$ cat src/rtl/mod_inverse_443_pkg.sv
// Shared constants and state encoding for the GF(443) inverse unit.
// Default field parameters, derived datapath widths, FSM states.
`timescale 1ns/1ps
package mod_inverse_443_pkg;

    localparam int Q_DEF  = 443;
    localparam int K_DEF  = 9;
    localparam int MU_DEF = 591;
    localparam int W2     = 2 * K_DEF;
    localparam int W2P    = 2 * K_DEF + 1;

    localparam logic [K_DEF-1:0] EXP_DEF = 9'b110111001;

    typedef enum logic [1:0] {
        ST_IDLE,
        ST_SQR,
        ST_MUL,
        ST_DONE
    } state_t;

endpackage

$ cat src/rtl/mod_inverse_443_barrett_reduce_wide.sv
// Combinational Barrett reducer: r = x mod Q for a 2K-bit x.
// Ports: x (2K-bit product in), r (K-bit residue out, 0..Q-1).
`timescale 1ns/1ps
module barrett_reduce_wide
    import mod_inverse_443_pkg::*;
#(
    parameter int Q  = Q_DEF,
    parameter int K  = K_DEF,
    parameter int MU = MU_DEF
) (
    input  logic [2*K-1:0] x,
    output logic [K-1:0]   r
);

    localparam logic [2*K:0] Q_W  = (2*K+1)'(Q);
    localparam logic [2*K:0] MU_W = (2*K+1)'(MU);

    logic [2*K:0] q1;
    logic [2*K:0] q2;
    logic [2*K:0] tq;
    logic [2*K:0] r0;
    logic [2*K:0] r1;
    logic [2*K:0] r2;

    always_comb begin
        q1 = (2*K+1)'(x >> K);
        q2 = q1 * MU_W;
        // Quotient estimate undershoots by at most 2, so r0 < 3Q.
        tq = (q2 >> K) * Q_W;
        r0 = {1'b0, x} - tq;
        r1 = (r0 >= Q_W) ? r0 - Q_W : r0;
        r2 = (r1 >= Q_W) ? r1 - Q_W : r1;
        r  = K'(r2);
    end

endmodule

$ cat src/rtl/mod_inverse_443.sv
// Fermat inverse over GF(Q): dout_r = din_a^(Q-2) mod Q, one mul per cycle.
// Ports: clk, rst (sync, active-high); din_valid/din_ready/din_a operand
// handshake; dout_valid/dout_ready/dout_r/dout_err result handshake.
`timescale 1ns/1ps
module mod_inverse_443
    import mod_inverse_443_pkg::*;
#(
    parameter int           Q   = Q_DEF,
    parameter int           K   = K_DEF,
    parameter int           MU  = MU_DEF,
    parameter logic [K-1:0] EXP = EXP_DEF
) (
    input  logic         clk,
    input  logic         rst,
    input  logic         din_valid,
    output logic         din_ready,
    input  logic [K-1:0] din_a,
    output logic         dout_valid,
    input  logic         dout_ready,
    output logic [K-1:0] dout_r,
    output logic         dout_err
);

    localparam int           IW  = $clog2(K);
    localparam logic [K-1:0] Q_K = K'(Q);
    localparam logic [IW-1:0] I_START = IW'(K - 2);

    state_t        state;
    state_t        state_n;
    logic [IW-1:0] idx;
    logic [IW-1:0] idx_n;
    logic [K-1:0]  acc;
    logic [K-1:0]  base;
    logic          zero;

    logic [K-1:0]   a_red;
    logic [K-1:0]   m2;
    logic [2*K-1:0] prod;
    logic [K-1:0]   red;
    logic           accept;

    assign din_ready = (state == ST_IDLE) & ~rst;
    assign accept    = din_valid & din_ready;

    // Inputs are below 2^K < 2Q, so one subtraction fully reduces.
    assign a_red = (din_a >= Q_K) ? din_a - Q_K : din_a;

    assign m2   = (state == ST_MUL) ? base : acc;
    assign prod = (2*K)'(acc) * (2*K)'(m2);

    barrett_reduce_wide #(
        .Q  (Q),
        .K  (K),
        .MU (MU)
    ) u_reduce (
        .x (prod),
        .r (red)
    );

    always_comb begin
        state_n = state;
        idx_n   = idx;
        unique case (state)
            ST_IDLE: begin
                if (accept) begin
                    state_n = ST_SQR;
                    idx_n   = I_START;
                end
            end
            ST_SQR: begin
                if (EXP[idx]) begin
                    state_n = ST_MUL;
                end else if (idx == '0) begin
                    state_n = ST_DONE;
                end else begin
                    idx_n = idx - 1'b1;
                end
            end
            ST_MUL: begin
                if (idx == '0) begin
                    state_n = ST_DONE;
                end else begin
                    idx_n   = idx - 1'b1;
                    state_n = ST_SQR;
                end
            end
            ST_DONE: begin
                if (dout_ready) begin
                    state_n = ST_IDLE;
                end
            end
            default: state_n = ST_IDLE;
        endcase
    end

    always_ff @(posedge clk) begin
        if (rst) begin
            state      <= ST_IDLE;
            idx        <= '0;
            acc        <= '0;
            base       <= '0;
            zero       <= 1'b0;
            dout_valid <= 1'b0;
            dout_r     <= '0;
            dout_err   <= 1'b0;
        end else begin
            state <= state_n;
            idx   <= idx_n;
            if (accept) begin
                base <= a_red;
                acc  <= a_red;
                zero <= (a_red == '0);
            end
            if (state == ST_SQR || state == ST_MUL) begin
                acc <= red;
            end
            // Result register loads on the last op so DONE is glitch-free.
            if (state != ST_DONE && state_n == ST_DONE) begin
                dout_valid <= 1'b1;
                dout_r     <= zero ? '0 : red;
                dout_err   <= zero;
            end else if (state == ST_DONE && dout_ready) begin
                dout_valid <= 1'b0;
                dout_r     <= '0;
                dout_err   <= 1'b0;
            end
        end
    end

endmodule

$ cat config.mk
export PLATFORM = sky130hd
export DESIGN_NAME = mod_inverse_443
export DESIGN_NICKNAME = d
export VERILOG_FILES = /design/src/rtl/mod_inverse_443_pkg.sv /design/src/rtl/mod_inverse_443_barrett_reduce_wide.sv /design/src/rtl/mod_inverse_443.sv
export SDC_FILE = /design/constraint.sdc
export NUM_CORES = 1
export LEC_CHECK = 0
export CAP_MARGIN = 20
export CORE_MARGIN = 4
export CORE_UTILIZATION = 50
export DETAILED_ROUTE_END_ITERATION = 10
export GPL_ROUTABILITY_DRIVEN = 0
export PLACE_DENSITY = 0.66
export SYNTH_ARGS = -nofsm -noshare
export SYNTH_HDL_FRONTEND = slang
export SYNTH_SLANG_ARGS = --single-unit
$ cat constraint.sdc
create_clock -name clk -period 17.35 [get_ports clk]
set_input_delay 1.735 -clock clk [delete_from_list [all_inputs] [get_ports clk]]
set_output_delay 1.735 -clock clk [all_outputs]
set_load 0.01 [all_outputs]
==> results.sh, run 1 <==
export IMPL_cp_slowest_cell="fa_1"
export IMPL_seqCellArea_um2=742
export IMPL_start_util_pct=51.5
export IMPL_finish_utilization_pct=58.4
export IMPL_vias=8260
export IMPL_synth_warning_count=0
export IMPL_clock_latency_ns=0.27
export IMPL_coreArea_um2=19700
export IMPL_synth_flop_cell="dfxtp_1"
export IMPL_ios=25
export IMPL_drv_cap=0
export IMPL_clockBufferDepth=2
export IMPL_clock_sinks=37
export IMPL_synthTopCellsByArea="fa_1, ha_1, inv_1"
export IMPL_path_buf_inv=14
export IMPL_cts_tree="yes"
export IMPL_via_per_inst=5.45
export IMPL_ant_nets=0
export IMPL_avgSynthCellArea_um2=8.55
export IMPL_cpLargestDelayFamily="adder cells"
export IMPL_drive_above_1_share_pct=13.4
export IMPL_cts_root_buf="clkbuf_16"
export IMPL_clk_pin_slew_ns=0.06
export IMPL_syn_area_um2=10200
export IMPL_rows=51
export IMPL_holdWs_ns=0.457
export IMPL_clock_skew_ns=0.00556
export IMPL_synth_top_area_share_pct=22.8
export IMPL_multi_input_area_um2=8780
export IMPL_synth_edf_count=0
export IMPL_async_flop_share_pct=0
export IMPL_drt_wl_total_um=23900
export IMPL_dr_first_iter_drc_count=316
export IMPL_portBuffers=24
export IMPL_syn_inst=1189
export IMPL_end_kind="flop"
export IMPL_ys_seq_area_share_pct=7.29
export IMPL_crit_arrival_ns=16.79
export IMPL_worst_setup_path_start_kind="flop"
export IMPL_tns_ns=0
export IMPL_grt_ovfl_total=0
export IMPL_place_hpwl_um=20200
export IMPL_syn_to_final_growth_pct=13.3
export IMPL_grt_pass1_wl_um=39700
export IMPL_required_ns=17.50
export IMPL_antenna_cells=0
export IMPL_worst_setup_path_type="reg2reg"
export IMPL_drv_slew=0
export IMPL_cts_made_buffers=5
export IMPL_die_h_um=151
export IMPL_report_final_hold_viol_count=0
export IMPL_routedWlPerCell_um=15.8
export IMPL_setup_viol=0
export IMPL_cts_hold_buf=0
export IMPL_ys_seq_elements=37
export IMPL_reg2reg_slack_ns=0.71
export IMPL_htreeDepth=2
export IMPL_hold_path_class="reg2reg"
export IMPL_grt_total_usage_pct=21.2
export IMPL_route_detailed_drc=0
export IMPL_max_slew_margin_rel_pct=30.3
export IMPL_cp_max_fo=7
export IMPL_die_area_um2=22700
export IMPL_num_nets_final=1527
export IMPL_fillers=1769
export IMPL_outcome="finished clean"
export IMPL_worstMarginPinSlew_ns=1.02
export IMPL_timing_final_crit_period_ns=16.64
export IMPL_synth_nets=1466
export IMPL_synth_distinct_cells=100
export IMPL_final_period_utilization_pct=95.9
export IMPL_dr_pass1_iters=5
export IMPL_dieWidth_um=151
export IMPL_slowest_delay_ns=0.56
export IMPL_fmax_mhz=60.1
export IMPL_antenna_found_initial=0
export IMPL_synth_top_area_cell="fa_1"
export IMPL_grt_max_degree=28
export IMPL_cpMostUsedCell="fa_1"
export IMPL_grt_pass1_vias=8034
[Yosys cell counts (6+ instances only)]
cell and n:
inv_1 201, ha_1 148, fa_1 116, nand2_1 81
nor2_1 57, a21oi_1 50, nor2b_1 46, o21ai_0 39
dfxtp_1 37, xnor2_1 33, a21o_1 32, nand3_1 29
xor2_1 28, clkbuf_1 21, nand2b_1 15, a211oi_1 14
mux2i_1 12, nor3_1 12, o21a_1 12, and2_1 11
nand4_1 11, o211ai_1 11, o31ai_1 9, a31oi_1 7
buf_6 6, mux2_2 6, o21ai_1 6
[area by class of cell]
| cell class | count | area share, % |
|---|---|---|
| Clock inverter | 1 | 0.0435 |
| Tap cell | 265 | 2.88 |
| Inverter | 205 | 6.68 |
| Timing Repair Buffer | 89 | 6.39 |
| Multi-Input combinational cell | 912 | 76.2 |
| Sequential cell | 37 | 6.44 |
| Clock buffer | 7 | 1.33 |
[path summary, 6_finish.rpt]
check                              start                     end  depth (start not counted)
setup / recovery     state[0]$_SDFF_PP0_     acc[1]$_SDFFE_PP0P_                         73
hold / removal    dout_r[6]$_SDFFE_PP0P_  dout_r[6]$_SDFFE_PP0P_                          2
setup reg to reg     state[0]$_SDFF_PP0_     acc[1]$_SDFFE_PP0P_                         73
hold reg to reg   dout_r[6]$_SDFFE_PP0P_  dout_r[6]$_SDFFE_PP0P_                          2
[stage by stage]
step,worst slack [ns],cell area (um2),instances
4_1_cts,0.0364,11100,1502
5_1_grt,-0.0855,11500,1516
6_report,0.708,11500,1516
3_3_place_gp,0.0702,10900,1494
2_1_floorplan,0.171,10200,1189
3_5_place_dp,-0.209,10900,1494
[tightest hold or removal path: stages (launching register included)]
cell	delay, ns
dfxtp_1	0.31
nand2_1	0.05
o21ai_1	0.05
[per-layer routing]
layer	share of wire [%]	global-route usage [%]	up-vias	wire length, um
met5	0	0	-	0
met4	1.1	2.45	0	270
met3	3.0	1.66	16	721
met2	48	36.1	137	11400
met1	48	30.6	3974	11500
li1	-	-	4133	-
[timing repair]
item	CTS	global route
cloned	0	0
buffers inserted	0	14
setup endpoints to repair	18	18
gates resized for setup	3	65
pin swaps	0	27
[state kept, by name, summed over array words and instances, names as in the netlist, named ones only]
signal and cells:
dout_r 9, dout_err 1, idx 4, dout_valid 1
base 9, state 2, acc 9, zero 1
[placed cells by master, fill, tap and decap left out, drive strengths merged, types with 6 or more instances in the layout]
cell type	count
a211oi	15
a21o	34
a21oi	56
a221oi	6
a31oi	7
and2	14
and3	6
buf	65
clkbuf	7
clkdlybuf4s50	24
dfxtp	37
fa	116
ha	148
inv	204
mux2	6
mux2i	12
nand2	82
nand2b	15
nand3	29
nand4	12
nor2	57
nor2b	46
nor3	13
o211ai	12
o21a	12
o21ai	49
o31ai	9
xnor2	35
xor2	30
[logic make-up after synthesis]
group           Yosys count  share of synthesized area (%)
compound gates          255                           18.1
xor+xnor                 65                           6.01
fa+ha+maj               265                           41.2
buf+inv                 240                           9.73
flops                    37                           7.29
mux                      18                           1.85
simple gates            309                           15.9
Power of run 1 is not shown: default switching activity piles up to over one toggle a cycle in this logic, so the estimate is an artifact.
==> run 2: changes to the inputs <==
- TNS_END_PERCENT: unset -> 30
==> results of run 2 <==
The final DEF is identical to that of run 1; final timing and power are the same.
Power of run 2 is left out for the same reason.
